[config.mk]
export PLATFORM = sky130hd
export DESIGN_NAME = spi_controller
export DESIGN_NICKNAME = d
export VERILOG_FILES = /design/src/rtl/spi_controller.sv
export SDC_FILE = /design/constraint.sdc
export NUM_CORES = 1
export LEC_CHECK = 0
export ABC_AREA = 1
export BUFFER_PORTS_ARGS = -buffer_cell sky130_fd_sc_hd__buf_4
export CORE_ASPECT_RATIO = 1.75
export CORE_MARGIN = 2
export CORE_UTILIZATION = 62
export CTS_BUF_LIST = sky130_fd_sc_hd__clkbuf_8
export CTS_CLUSTER_DIAMETER = 80
export DETAILED_ROUTE_END_ITERATION = 7
export PLACE_DENSITY = 0.95
export RECOVER_POWER = 25
export SLEW_MARGIN = 20
export SYNTH_ARGS = -nofsm -noshare
export SYNTH_HDL_FRONTEND = slang
export SYNTH_SLANG_ARGS = --single-unit
[constraint.sdc]
create_clock -name clk -period 4.5 [get_ports clk]
set_clock_uncertainty 0.1 [all_clocks]
set_input_delay 0.45 -clock clk [delete_from_list [all_inputs] [get_ports clk]]
set_output_delay 0.45 -clock clk [all_outputs]
set_load 0.1 [all_outputs]
[src/rtl/spi_controller.sv]
// ============================================================================
// spi_controller : SPI mode-0 controller, multi-byte chip-select transactions.
// Optional inter-transaction cs_n gap enabled by defining SPI_CS_GAP_EN.
// Revision: 1.0
// ============================================================================
`default_nettype none

module spi_controller #(
    parameter int MAX_BYTES_PER_CS  = 1,
    parameter int CLKS_PER_HALF_BIT = 2,
    parameter int CS_INACTIVE_CLKS  = 1,
    localparam int CW = $clog2(MAX_BYTES_PER_CS + 1)
) (
    input  logic          clk,
    input  logic          rst_l,
    input  logic [CW-1:0] tx_count,
    input  logic [7:0]    tx_byte,
    input  logic          tx_dv,
    output logic          tx_ready,
    output logic [CW-1:0] rx_count,
    output logic          rx_dv,
    output logic [7:0]    rx_byte,
    output logic          spi_clk,
    output logic          spi_pico,
    input  logic          spi_poci,
    output logic          spi_cs_n
);

    // One timer serves both the half-bit period and the optional cs_n gap.
    localparam int TMR_MAX = (CLKS_PER_HALF_BIT > CS_INACTIVE_CLKS) ?
                             CLKS_PER_HALF_BIT : CS_INACTIVE_CLKS;
    localparam int TW      = $clog2(TMR_MAX + 1);

    typedef enum logic [2:0] {
        IDLE      = 3'd0,
        XFER      = 3'd1,
        WAIT_BYTE = 3'd2,
        CS_HOLD   = 3'd3
`ifdef SPI_CS_GAP_EN
        ,
        CS_GAP    = 3'd4
`endif
    } state_t;

    state_t         r_state;
    state_t         w_state_nxt;

    logic [TW-1:0]  r_tmr;
    logic [3:0]     r_edge_cnt;
    logic [7:0]     r_tx_sr;
    logic [7:0]     r_rx_sr;
    logic [7:0]     r_rx_byte;
    logic           r_rx_dv;
    logic [CW-1:0]  r_rx_count;
    logic [CW-1:0]  r_count;
    logic           r_sclk;
    logic           r_cs_n;

    logic           w_tmr_done;
    logic           w_tmr_run;
    logic           w_last_edge;
    logic [CW-1:0]  w_rx_count_inc;
    logic [CW-1:0]  w_count_clamped;

    always_comb begin
        w_tmr_done = (r_tmr == TW'(CLKS_PER_HALF_BIT - 1));
`ifdef SPI_CS_GAP_EN
        if (r_state == CS_GAP) begin
            w_tmr_done = (r_tmr == TW'(CS_INACTIVE_CLKS - 1));
        end
`endif
    end

    assign w_tmr_run      = (r_state != IDLE) && (r_state != WAIT_BYTE);
    assign w_last_edge    = (r_state == XFER) && w_tmr_done && (r_edge_cnt == 4'd15);
    assign w_rx_count_inc = r_rx_count + CW'(1);

    always_comb begin
        w_count_clamped = tx_count;
        if (tx_count == '0) begin
            w_count_clamped = CW'(1);
        end else if (tx_count > CW'(MAX_BYTES_PER_CS)) begin
            w_count_clamped = CW'(MAX_BYTES_PER_CS);
        end
    end

    always_ff @(posedge clk or negedge rst_l) begin
        if (!rst_l) begin
            r_state <= IDLE;
        end else begin
            r_state <= w_state_nxt;
        end
    end

    always_comb begin
        w_state_nxt = r_state;
        tx_ready    = 1'b0;
        case (r_state)
            IDLE: begin
                tx_ready = 1'b1;
                if (tx_dv) begin
                    w_state_nxt = XFER;
                end
            end
            XFER: begin
                if (w_last_edge) begin
                    w_state_nxt = (w_rx_count_inc < r_count) ? WAIT_BYTE : CS_HOLD;
                end
            end
            WAIT_BYTE: begin
                tx_ready = 1'b1;
                if (tx_dv) begin
                    w_state_nxt = XFER;
                end
            end
            CS_HOLD: begin
                if (w_tmr_done) begin
`ifdef SPI_CS_GAP_EN
                    w_state_nxt = CS_GAP;
`else
                    w_state_nxt = IDLE;
`endif
                end
            end
`ifdef SPI_CS_GAP_EN
            CS_GAP: begin
                if (w_tmr_done) begin
                    w_state_nxt = IDLE;
                end
            end
`endif
            default: begin
                w_state_nxt = IDLE;
            end
        endcase
    end

    always_ff @(posedge clk or negedge rst_l) begin
        if (!rst_l) begin
            r_tmr      <= '0;
            r_edge_cnt <= 4'd0;
            r_tx_sr    <= 8'h00;
            r_rx_sr    <= 8'h00;
            r_rx_byte  <= 8'h00;
            r_rx_dv    <= 1'b0;
            r_rx_count <= '0;
            r_count    <= '0;
            r_sclk     <= 1'b0;
            r_cs_n     <= 1'b1;
        end else begin
            r_rx_dv <= 1'b0;

            if (w_tmr_run && !w_tmr_done) begin
                r_tmr <= r_tmr + TW'(1);
            end else begin
                r_tmr <= '0;
            end

            case (r_state)
                IDLE: begin
                    r_edge_cnt <= 4'd0;
                    if (tx_dv) begin
                        r_tx_sr    <= tx_byte;
                        r_count    <= w_count_clamped;
                        r_rx_count <= '0;
                        r_cs_n     <= 1'b0;
                    end
                end
                XFER: begin
                    if (w_tmr_done) begin
                        r_sclk     <= ~r_sclk;
                        r_edge_cnt <= r_edge_cnt + 4'd1;
                        // Falling edge launches the next bit, rising edge captures poci.
                        if (r_sclk) begin
                            r_tx_sr <= {r_tx_sr[6:0], 1'b0};
                        end else begin
                            r_rx_sr <= {r_rx_sr[6:0], spi_poci};
                        end
                        if (w_last_edge) begin
                            r_rx_dv    <= 1'b1;
                            r_rx_byte  <= r_rx_sr;
                            r_rx_count <= w_rx_count_inc;
                        end
                    end
                end
                WAIT_BYTE: begin
                    if (tx_dv) begin
                        r_tx_sr <= tx_byte;
                    end
                end
                CS_HOLD: begin
                    if (w_tmr_done) begin
                        r_cs_n <= 1'b1;
                    end
                end
                default: begin
                end
            endcase
        end
    end

    assign rx_count = r_rx_count;
    assign rx_dv    = r_rx_dv;
    assign rx_byte  = r_rx_byte;
    assign spi_clk  = r_sclk;
    assign spi_pico = r_tx_sr[7];
    assign spi_cs_n = r_cs_n;

endmodule

`default_nettype wire

==> results of run 1 <==
state kept, by name (all words and copies together), names as in the netlist:
register	flops
r_count	1
rx_byte	8
r_rx_sr	8
r_state	2
spi_cs_n	1
r_tmr	2
spi_clk	1
r_edge_cnt	4
rx_count	1
r_tx_sr	8
rx_dv	1
power by group through the flow:
| stage | Clock, mW | Combinational (mW) | Sequential (mW) |
|---|---|---|---|
| finish | 0.218 | 0.508 | 0.504 |
| global route | 0.235 | 0.568 | 0.517 |
| CTS | 0.223 | 0.516 | 0.503 |
| detailed placement | 0 | 0.512 | 0.509 |
| global placement | 0 | 0.491 | 0.503 |
| floorplan | 0 | 0.350 | 0.574 |
cell families after synthesis:
| group | Yosys count | share of synthesized area (%) |
|---|---|---|
| DFF | 37 | 56.3 |
| adders and majority gates | 2 | 1.52 |
| and+or+nand+nor | 87 | 23.4 |
| AOI/OAI and AO/OA | 33 | 13.1 |
| buffers and inverters | 16 | 5.24 |
| xor gates and xnor gates | 1 | 0.532 |
routing by layer:
metal	track usage, %	share of wire [%]	vias up	wire length [um]
li1	-	-	622	-
met1	24.4	37	598	1120
met2	43.8	56	29	1700
met3	6.22	4.3	7	131
met4	12.8	2.6	0	79
met5	0	0	-	0
final cells by class:
cell class	instances	area [sq um]
sequential	37	927
multi-input combinational	123	634
clock buffer	5	68.8
clock inverter	3	13.8
inverter	12	45.0
fill	193	617
tap	26	32.5
timing repair buffer	25	184
how the worst max path moves through the flow:
| stage | start | endpoint | slack, ns | depth (start not counted) |
|---|---|---|---|---|
| 2_1_floorplan | spi_clk$_DFFE_PN0N_ | r_tx_sr[0]$_DFFE_PN0P_ | 2.53 | 6 |
| 3_3_place_gp | r_state[0]$_DFFE_PN0P_ | tx_ready | 2.86 | 2 |
| 3_5_place_dp | r_state[0]$_DFFE_PN0P_ | tx_ready | 2.84 | 2 |
| 4_1_cts | r_state[0]$_DFFE_PN0P_ | tx_ready | 2.50 | 2 |
| 5_1_grt | rst_l | r_state[1]$_DFFE_PN0P_ | 2.22 | 1 |
| 6_report | r_state[0]$_DFFE_PN0P_ | tx_ready | 2.52 | 2 |
metrics by stage:
step	instances	total power, mW	utilization (%)	hold WS [ns]	area, sq um
CTS	231	1.24	75.7	0.0166	1910
finish	231	1.23	75.5	0.310	1910
global placement	223	0.993	72.4	0.321	1830
detailed placement	223	1.02	72.4	0.335	1830
floorplan	176	0.925	-	0.0544	1650
global route	231	1.32	75.5	0.336	1910
worst register-to-register path, delay by kind of cell, from the launching register on:
family	cells	cell delay [ns]
compound gates	2	0.32
simple gates	2	0.37
flops	1	0.37
fa+ha+maj	1	0.23
buf+inv	2	0.20
cells in the final DEF, fill, tap and decap left out, drive strengths merged:
master,Yosys,routed
o21ai,28,28
ha,2,2
dfrtp,36,36
o21bai,2,2
dfstp,1,1
or2,7,7
a22o,1,1
inv,12,13
clkbuf,0,6
nor2,10,10
a21oi,2,2
buf,4,24
nand2,61,61
xnor2,1,1
nand3,9,9
clkinv,0,2
==> impl_results.md, run 1 <==
* Status: finished with violations
* Violated checks: max-capacitance violations, max-slew violations
* Synth Flop Type: dfrtp_1
* First-pass GRT wire length at ~5600 um
* Pre-CTS setup slack at ~2.8 ns
* Min-Delay Endpoint: r_rx_sr[0]$_DFFE_PN0P_
* Most frequent cell after synthesis: nand2_1
* Syn_nets at between 150 and 200
* Sequential Power Share at between 40% and 50%
* Largest net degree at the start of global routing at 38
* Vias in the first global route at 1371
* GPL Wtd Cong at roughly 0.86
* Total CTS buffers at 5
* R2r setup slk at roughly 2.8 ns
* Tot GR Track Use at approximately 24%
* Least-Margin Pin Slew at 1.90 ns
* Switching share of total power at about 44%
* Rel. slew slack at -26.7%
* Die width at 43.0 um
* Crit path largest cell delay at slightly below 0.7 ns
* Post-synth EDFFs at 0
* Worst vdd rail ir drop at around 0.44 mV
* CTS tree: done
* Largest delay share family, worst path: flip-flops
* Clock Latency Late Sink at ~0.29 ns
* Die H at 72.2 um
* Maximum clock path buffer count at 2
* Cells along the critical path: inv_2 -> buf_4
* Worst endpoint data arrival time at between 1 and 1.5 ns
* Maximum clock rate at around 0.51 GHz
* Min Tclk post-route at 1.98 ns
* Slew Limit Fails at 38
* Yosys reg bits at 37
* Critical path peak fanout at 17
* Antenna Nets Post-Route at 0
* Setup CP Type: flip-flop to primary output
* Final wirelength at approximately 3000 um
* I/O pins at 27
* Post-layout nets at approximately 220
* Drt pass-1 iters at 4
* Setup crit start kind: flip-flop
* CP required at roughly 4 ns
* DRC at 0
* Leading area contributor after synthesis: dfrtp_1
* Starting DRC count in detailed routing at 37
* Share of the synthesized area in the top cell type at 54.7%
* Slowest-stage cell, CP: dfrtp_1
* Antenna violations before repair at 0
* Hold Buf Count CTS at 0
* Synthesized netlist cell count at roughly 180
* Grt ovf at 0
* Max-Cap Viols at 1
* Post-CTS Resized at 0
* Clock slew seen by the registers of the worst setup and hold paths at about 0.070 ns
* Final setup violation count at 0
* Share of the yosys chip area belonging to registers at between 50% and 60%
* Hpwl dp at about 2200 um
* Fin Setup TNS at 0 ns
* Part of the power in the clock network at 17.8%
* RR Endpoint: r_tx_sr[0]$_DFFE_PN0P_
* Full die area at a little over 0.003 sq mm
* Synth warnings at 0
* Final hold viol count at 0
* Unrepaired setup endpoints after global routing: no
* Post-CTS setup buffer count at 0
* CTS sink cnt at 37
* Crit end category: primary output
* Synth top cells by count: nand2_1 (58), dfrtp_1 (36), o21ai_0 (12)
* P per Cell Area at ~650 mW/mm^2
* Area grow syn2layout at 15.6%
* CTS Root Cell: clkbuf_8
* Comb power frac at between 40% and 50%
* Rows at 24
* Synth area leaders: dfrtp_1 (55%), nand2_1 (13%), o21ai_2 (3.7%)
* Final worst-path cycle share at 44.0%
* Hold Path Class: input port to flip-flop
* Post-Syn Area at 0.00165 sq mm
* PortBufs at 25
* Int Power at 0.684 mW
* Vias/cell at between 5 and 6
* Ant diodes at 0
* WP buf/inv at 2
* P_sw at 0.546 mW
* R2R depth at 7
* Initial Util at between 60% and 70%
* Synth unique cells at 24
* Hold Path Stages at 3
* Core area at 0.00252 sq mm
* Worst setup margin at roughly 2.5 ns
* Fraction of registers with async set or reset after synthesis at between 90% and 100%
* WL/cell at between 10 and 15 um
* Layout cell share with drive strength beyond 1 at 27.8%
* Leakage at between 0.9 and 1 nW
* H-tree levels at 2
* Worst min-delay path startpoint: spi_poci
* FF-to-FF Start: r_tmr[1]$_DFF_PN0_
* Syn Area/Cell at 9.36 sq um
* Via count at approximately 1300
Note: power is estimated with default switching activity, not from simulation.
==> run 2: changes to the inputs <==
--- a/config.mk
+++ b/config.mk
@@ -9,11 +9,11 @@
 export BUFFER_PORTS_ARGS = -buffer_cell sky130_fd_sc_hd__buf_4
 export CORE_ASPECT_RATIO = 1.75
 export CORE_MARGIN = 2
-export CORE_UTILIZATION = 62
+export CORE_UTILIZATION = 57
 export CTS_BUF_LIST = sky130_fd_sc_hd__clkbuf_8
 export CTS_CLUSTER_DIAMETER = 80
 export DETAILED_ROUTE_END_ITERATION = 7
-export PLACE_DENSITY = 0.95
+export PLACE_DENSITY = 0.9
 export RECOVER_POWER = 25
 export SLEW_MARGIN = 20
 export SYNTH_ARGS = -nofsm -noshare
==> constraint.sdc (replaced) <==
create_clock -name clk -period 2.07 [get_ports clk]
set_clock_uncertainty 0.1 [all_clocks]
set_input_delay 0.207 -clock clk [delete_from_list [all_inputs] [get_ports clk]]
set_output_delay 0.207 -clock clk [all_outputs]
set_load 0.1 [all_outputs]
==> impl_results.md, run 2 (synthesis gave the netlist of run 1 again) <==
* Status: finished clean (was finished with violations)
* Tot GR Track Use at 22.6% (was 24.1%)
* Most common cell after layout, fill and taps aside: nand2_1 (unchanged)
* Vias in the first global route at 1307 (was 1371)
* Die H at 75.1 um (was 72.2 um)
* Design Power at 2.85 mW (was 1.23 mW)
* Post-CTS setup buffer count at 0 (unchanged)
* Clock Latency Late Sink at 0.29 ns (about the same)
* Area grow syn2layout at 18.7% (was 15.6%)
* CTS sink cnt at 37 (unchanged)
* Final wirelength at 3110 um (was 3030 um)
* Ant diodes at 0 (unchanged)
* Clock slew seen by the registers of the worst setup and hold paths at 0.07 ns (about the same)
* Final worst-path cycle share at between 80% and 90%
* Hpwl dp at 2280 um (was 2250 um)
* Critical path peak fanout at 17 (unchanged)
* Worst endpoint data arrival time at 1.42 ns (was 1.43 ns)
* Vias/cell at 5.38 (was 5.44)
* Worst vdd rail ir drop at 1.21 mV (was 0.443 mV)
* Sequential cell area at 927 sq um (unchanged)
* Total CTS buffers at 5 (unchanged)
* Antenna violations before repair at 0 (unchanged)
* Worst hold slack at 0.0614 ns (was 0.310 ns)
* Largest net degree at the start of global routing at 38 (unchanged)
* Placed insts at 224 (was 223)
* Least-Margin Pin Slew at 0.880 ns (was 1.90 ns)
* Rel. slew slack at 41.3% (was -26.7%)
* Setup CP Type: flip-flop to primary output (unchanged)
* Fillcell total at 193 (unchanged)
* Full die area at 0.00335 sq mm (was 0.00310 sq mm)
* Sequential Power Share at 38.4% (was 41.0%)
* Initial Util at 60.6% (was 65.3%)
* Die width at 44.6 um (was 43.0 um)
* Drt pass-1 iters at 4 (unchanged)
* PortBufs at 25 (unchanged)
* Via count at 1253 (was 1256)
* Slew Limit Fails at 0 (was 38)
* Core area at 0.00272 sq mm (was 0.00252 sq mm)
* Hold Path Class: input port to flip-flop (unchanged)
* Final Non-Filler Cells at 233 (was 231)
* Leakage at 0.996 nW (was 0.980 nW)
* Antenna Nets Post-Route at 0 (unchanged)
* Max-Cap Viols at 0 (was 1)
* Layout cell share with drive strength beyond 1 at 28.6% (was 27.8%)
* Area occupied by multi-input gates at 634 sq um (unchanged)
* WL/cell at 13.3 um (was 13.1 um)
* Unrepaired setup endpoints after global routing: no (unchanged)
* Comb power frac at 38.9% (was 41.3%)
* GPL Wtd Cong at 0.749 (was 0.856)
* Part of the power in the clock network at 22.7% (was 17.8%)
* Int Power at 1.65 mW (was 0.684 mW)
* Final setup violation count at 0 (unchanged)
* Switching share of total power at 42.1% (was 44.4%)
* P per Cell Area at 1460 mW/mm^2 (was 645 mW/mm^2)
* DRC at 0 (unchanged)
* CTS tree: done (unchanged)
* P_sw at 1.20 mW (was 0.546 mW)
* Post-layout nets at 220 (was 219)
* Most frequent cells in the layout: nand2_1 (58), dfrtp_1 (36), buf_4 (24) (unchanged)
* Fin Setup TNS at 0 ns (unchanged)
* Min Tclk post-route at between 1.5 and 2 ns
* H-tree levels at 2 (unchanged)
* Crit end category: primary output (unchanged)
* Setup crit start kind: flip-flop (unchanged)
* Rows at 25 (was 24)
* CTS Root Cell: clkbuf_8 (unchanged)
* Final hold viol count at 0 (unchanged)
* Post-CTS Resized at 0 (unchanged)
* Maximum clock rate at 0.580 GHz
* Starting DRC count in detailed routing at 28 (was 37)
* Grt ovf at 0 (unchanged)
* CP required at 1.76 ns (was 3.95 ns)
* Maximum clock path buffer count at 2 (unchanged)
* I/O pins at 27 (unchanged)
* First-pass GRT wire length at 5380 um (was 5550 um)
run 2: cell count changes in the layout (fill, tap and decap cells not counted), sizes merged:
cell	change
bufinv	+1
clkinvlp	+1
clkbuf	+1
inv	-1
dlygate4sd3	+1
clkinv	-2
run 2: cell type report:
cell class	count	area share, %
timing repair buffer	26	9.98
inverter	12	2.30
multi-input combinational	123	32.4
tap	27	1.73
clock inverter	2	1.92
sequential	37	47.4
clock buffer	6	4.22
run 2: what timing repair did:
action,in CTS,in global routing
endpoints found under the hold margin,36,0
setup endpoints to repair,0,0
hold buffers,1,0
run 2: worst paths after layout:
check | endpoint | slack [ns] | cells past startpoint | start
max | tx_ready | 0.34 | 2 | r_state[0]$_DFFE_PN0P_
min reg2reg | r_tmr[0]$_DFF_PN0_ | 0.35 | 1 | r_tmr[0]$_DFF_PN0_
min | r_rx_sr[0]$_DFFE_PN0P_ | 0.06 | 3 | spi_poci
min in group asynchronous | r_tx_sr[7]$_DFFE_PN0P_ | 0.47 | 2 | rst_l
max reg2reg | r_rx_sr[4]$_DFFE_PN0P_ | 0.40 | 5 | r_state[0]$_DFFE_PN0P_
max in group asynchronous | r_edge_cnt[0]$_DFFE_PN0P_ | 0.85 | 2 | rst_l
run 2: metal layers:
layer | GRT usage [%] | share of wire, %
met3 | 5.76 | 4.5
met5 | 0 | 0
met4 | 11.1 | 2.0
met1 | 23.4 | 39
met2 | 40.7 | 55
run 2: critical path, stage by stage, from the launching register on:
cell and delay (ns):
dfrtp_1 0.68, inv_2 0.17, buf_4 0.28
run 2: through the flow:
step / worst slack, ns / utilization, % / cell area, sq um
after floorplan: 0.100 / - / 1650
after global placement: 0.486 / 67.2 / 1830
after detailed placement: 0.407 / 67.2 / 1830
after CTS: 0.324 / 72.0 / 1960
after global routing: 0.238 / 71.9 / 1960
final: 0.345 / 71.9 / 1960
run 2: power by group through the flow:
| stage | Clock (mW) | Sequential (mW) | Combinational (mW) |
|---|---|---|---|
| 2_1_floorplan | 0 | 1.25 | 0.762 |
| 3_3_place_gp | 0 | 1.09 | 1.07 |
| 3_5_place_dp | 0 | 1.11 | 1.12 |
| 4_1_cts | 0.660 | 1.09 | 1.13 |
| 5_1_grt | 0.693 | 1.12 | 1.24 |
| 6_report | 0.647 | 1.10 | 1.11 |
==> run 3: changes to the inputs <==
==> constraint.sdc (replaced) <==
create_clock -name clk -period 1.75 [get_ports clk]
set_clock_uncertainty 0.1 [all_clocks]
set_input_delay 0.175 -clock clk [delete_from_list [all_inputs] [get_ports clk]]
set_output_delay 0.175 -clock clk [all_outputs]
set_load 0.1 [all_outputs]
==> impl_results.md, run 3 (synthesis gave the netlist of run 1 again) <==
* Status: finished clean (unchanged)
* Maximum clock rate at 0.614 GHz
* Crit path largest cell delay at 0.50 ns (was 0.68 ns)
* Layout cell share with drive strength beyond 1 at 31.4% (was 28.6%)
* CTS sink cnt at 37 (unchanged)
* Final setup violation count at 0 (unchanged)
* Critical Path End: tx_ready (unchanged)
* CTS Root Cell: clkbuf_8 (unchanged)
* Final Non-Filler Cells at 237 (was 233)
* Worst Setup SP: r_state[0]$_DFFE_PN0P_ (unchanged)
* Hold Path Class: input port to flip-flop (unchanged)
* WP buf/inv at 3 (was 2)
* I/O pins at 27 (unchanged)
* Starting DRC count in detailed routing at 32 (was 28)
* WL/cell at 13.4 um (was 13.3 um)
* Crit end category: primary output (unchanged)
* Setup crit start kind: flip-flop (unchanged)
* Final instance area at 0.00199 sq mm (was 0.00196 sq mm)
* Fin Setup TNS at 0 ns (unchanged)
* Full die area at 0.00335 sq mm (unchanged)
* Tot GR Track Use at 22.6% (unchanged)
* Slowest-stage cell, CP: dfrtp_2 (was dfrtp_1)
* P per Cell Area at 1740 mW/mm^2 (was 1460 mW/mm^2)
* Most frequent cells in the layout: nand2_1 (58), dfrtp_1 (34), buf_4 (26) (was nand2_1 (58), dfrtp_1 (36), buf_4 (24))
* Slew Limit Fails at 0 (unchanged)
* Least-Margin Pin Slew at 0.868 ns (was 0.880 ns)
* CP required at 1.47 ns (was 1.76 ns)
* Sequential cell area at 930 sq um (was 927 sq um)
* Area occupied by multi-input gates at 643 sq um (was 634 sq um)
* Antenna Nets Post-Route at 0 (unchanged)
* Initial Util at 60.6% (unchanged)
* First-pass GRT wire length at 5400 um (was 5380 um)
* H-tree levels at 2 (unchanged)
* CTS tree: done (unchanged)
* Most common cell after layout, fill and taps aside: nand2_1 (unchanged)
* Min Tclk post-route at 1.63 ns
* Area grow syn2layout at 21.0% (was 18.7%)
* Final worst-path cycle share at 93.1%
* FF-to-FF Start: r_tmr[1]$_DFF_PN0_ (was r_state[0]$_DFFE_PN0P_)
* PortBufs at 25 (unchanged)
* Largest net degree at the start of global routing at 38 (unchanged)
* Post-layout nets at 224 (was 220)
* Setup CP Type: flip-flop to primary output (unchanged)
* Drt pass-1 iters at 4 (unchanged)
* Clock slew seen by the registers of the worst setup and hold paths at 0.07 ns (about the same)
* Area of placed instances at 0.00185 sq mm (was 0.00183 sq mm)
* Worst vdd rail ir drop at 1.43 mV (was 1.21 mV)
* Largest delay share family, worst path: buffers and inverters (was flip-flops)
* Die width at 44.6 um (unchanged)
* Critical path depth at 3 (was 2)
* Placed insts at 227 (was 224)
* RR Endpoint: r_tx_sr[1]$_DFFE_PN0P_ (was r_rx_sr[4]$_DFFE_PN0P_)
* Via count at 1264 (was 1253)
* Final wirelength at 3170 um (was 3110 um)
* Grt ovf at 0 (unchanged)
* Maximum clock path buffer count at 2 (unchanged)
* Die H at 75.1 um (unchanged)
* Clock Latency Late Sink at 0.29 ns (about the same)
* Fillcell total at 205 (was 193)
* Hpwl dp at 2230 um (was 2280 um)
* Unrepaired setup endpoints after global routing: no (unchanged)
* Vias/cell at 5.33 (was 5.38)
* Cells along the critical path: buf_4 -> inv_2 -> buf_6 (was inv_2 -> buf_4)
* Final hold viol count at 0 (unchanged)
* Rows at 25 (unchanged)
* Leakage at 1.01 nW (was 0.996 nW)
* DRC at 0 (unchanged)
* Core area at 0.00272 sq mm (unchanged)
* Critical path peak fanout at 12 (was 17)
* Vias in the first global route at 1294 (was 1307)
* Ant diodes at 0 (unchanged)
* Antenna violations before repair at 0 (unchanged)
* R2R depth at 7 (was 5)
* Rel. slew slack at 42.1% (was 41.3%)
* GPL Wtd Cong at 0.876 (was 0.749)
* Hold Path Stages at 3 (unchanged)
* Total CTS buffers at 5 (unchanged)
* R2r setup slk at 0.14 ns (was 0.40 ns)
* Max-Cap Viols at 0 (unchanged)
* Worst endpoint data arrival time at 1.35 ns (was 1.42 ns)
-- run 3: cell types whose count changed in the layout (fill, tap and decap cells not counted) --
| cell | delta |
|---|---|
| buf_4 | +2 |
| nand2_2 | +1 |
| dfrtp_1 | -2 |
| ha_2 | +1 |
| o21ai_0 | -1 |
| dfrtp_2 | +2 |
| o21ai_1 | +1 |
| ha_1 | -1 |
| buf_6 | +1 |
-- run 3: final cells by class --
cell class              count  share of cell area [%]
clock inverters             2                    1.88
flip-flops and latches     37                    46.6
multi-input cells         124                    32.3
inverters                  12                    2.26
clock buffers               6                    4.14
repair buffers             29                    11.1
well taps                  27                    1.69
-- run 3: worst min path at each step --
stage                         from                        end  slack [ns]
after floorplan              rst_l        r_count$_DFFE_PN0P_       -0.22
after global placement       rst_l  r_edge_cnt[3]$_DFFE_PN0P_        0.05
after detailed placement     rst_l  r_edge_cnt[1]$_DFFE_PN0P_        0.05
after CTS                 spi_poci     r_rx_sr[0]$_DFFE_PN0P_        0.02
after global routing      spi_poci     r_rx_sr[0]$_DFFE_PN0P_        0.04
final                     spi_poci     r_rx_sr[0]$_DFFE_PN0P_        0.02
-- run 3: repair_timing --
item / in CTS / in global routing
buffers inserted: 0 / 0
endpoints found under the setup margin: 1 / 10
resized for setup: 1 / 4
hold buffers: 1 / 0
gates cloned: 0 / 1
endpoints found under the hold margin: 36 / 0
pin swaps: 0 / 1
-- run 3: power by group --
| part | total (mW) | internal (mW) | switching (mW) |
|---|---|---|---|
| Clock | 0.765 | 0.463 | 0.302 |
| Combinational | 1.41 | 0.437 | 0.969 |
| Sequential | 1.30 | 1.11 | 0.190 |
-- run 3: worst min-delay path, stage by stage --
cell     delay (ns)
buf_4          0.08
nand3_1        0.07
nand2_1        0.06
-- run 3: metrics by stage --
stage / setup WS [ns] / util (%) / power (mW) / hold slack, ns
after floorplan: 0.106 / - / 2.38 / -0.221
after global placement: 0.172 / 68.0 / 2.58 / 0.0483
after detailed placement: 0.0808 / 68.0 / 2.65 / 0.0537
after CTS: 0.0465 / 73.0 / 3.45 / 0.0202
after global routing: 0.00849 / 73.2 / 3.69 / 0.0371
final: 0.121 / 73.2 / 3.47 / 0.0236
-- run 3: per-layer routing --
layer  GRT usage (%)  up-vias  share of wire, %
met2            40.4       40                56
met5               0        -                 0
met1            22.9      585                37
met3            6.71        8               4.9
li1                -      631                 -
met4            11.4        0               2.1
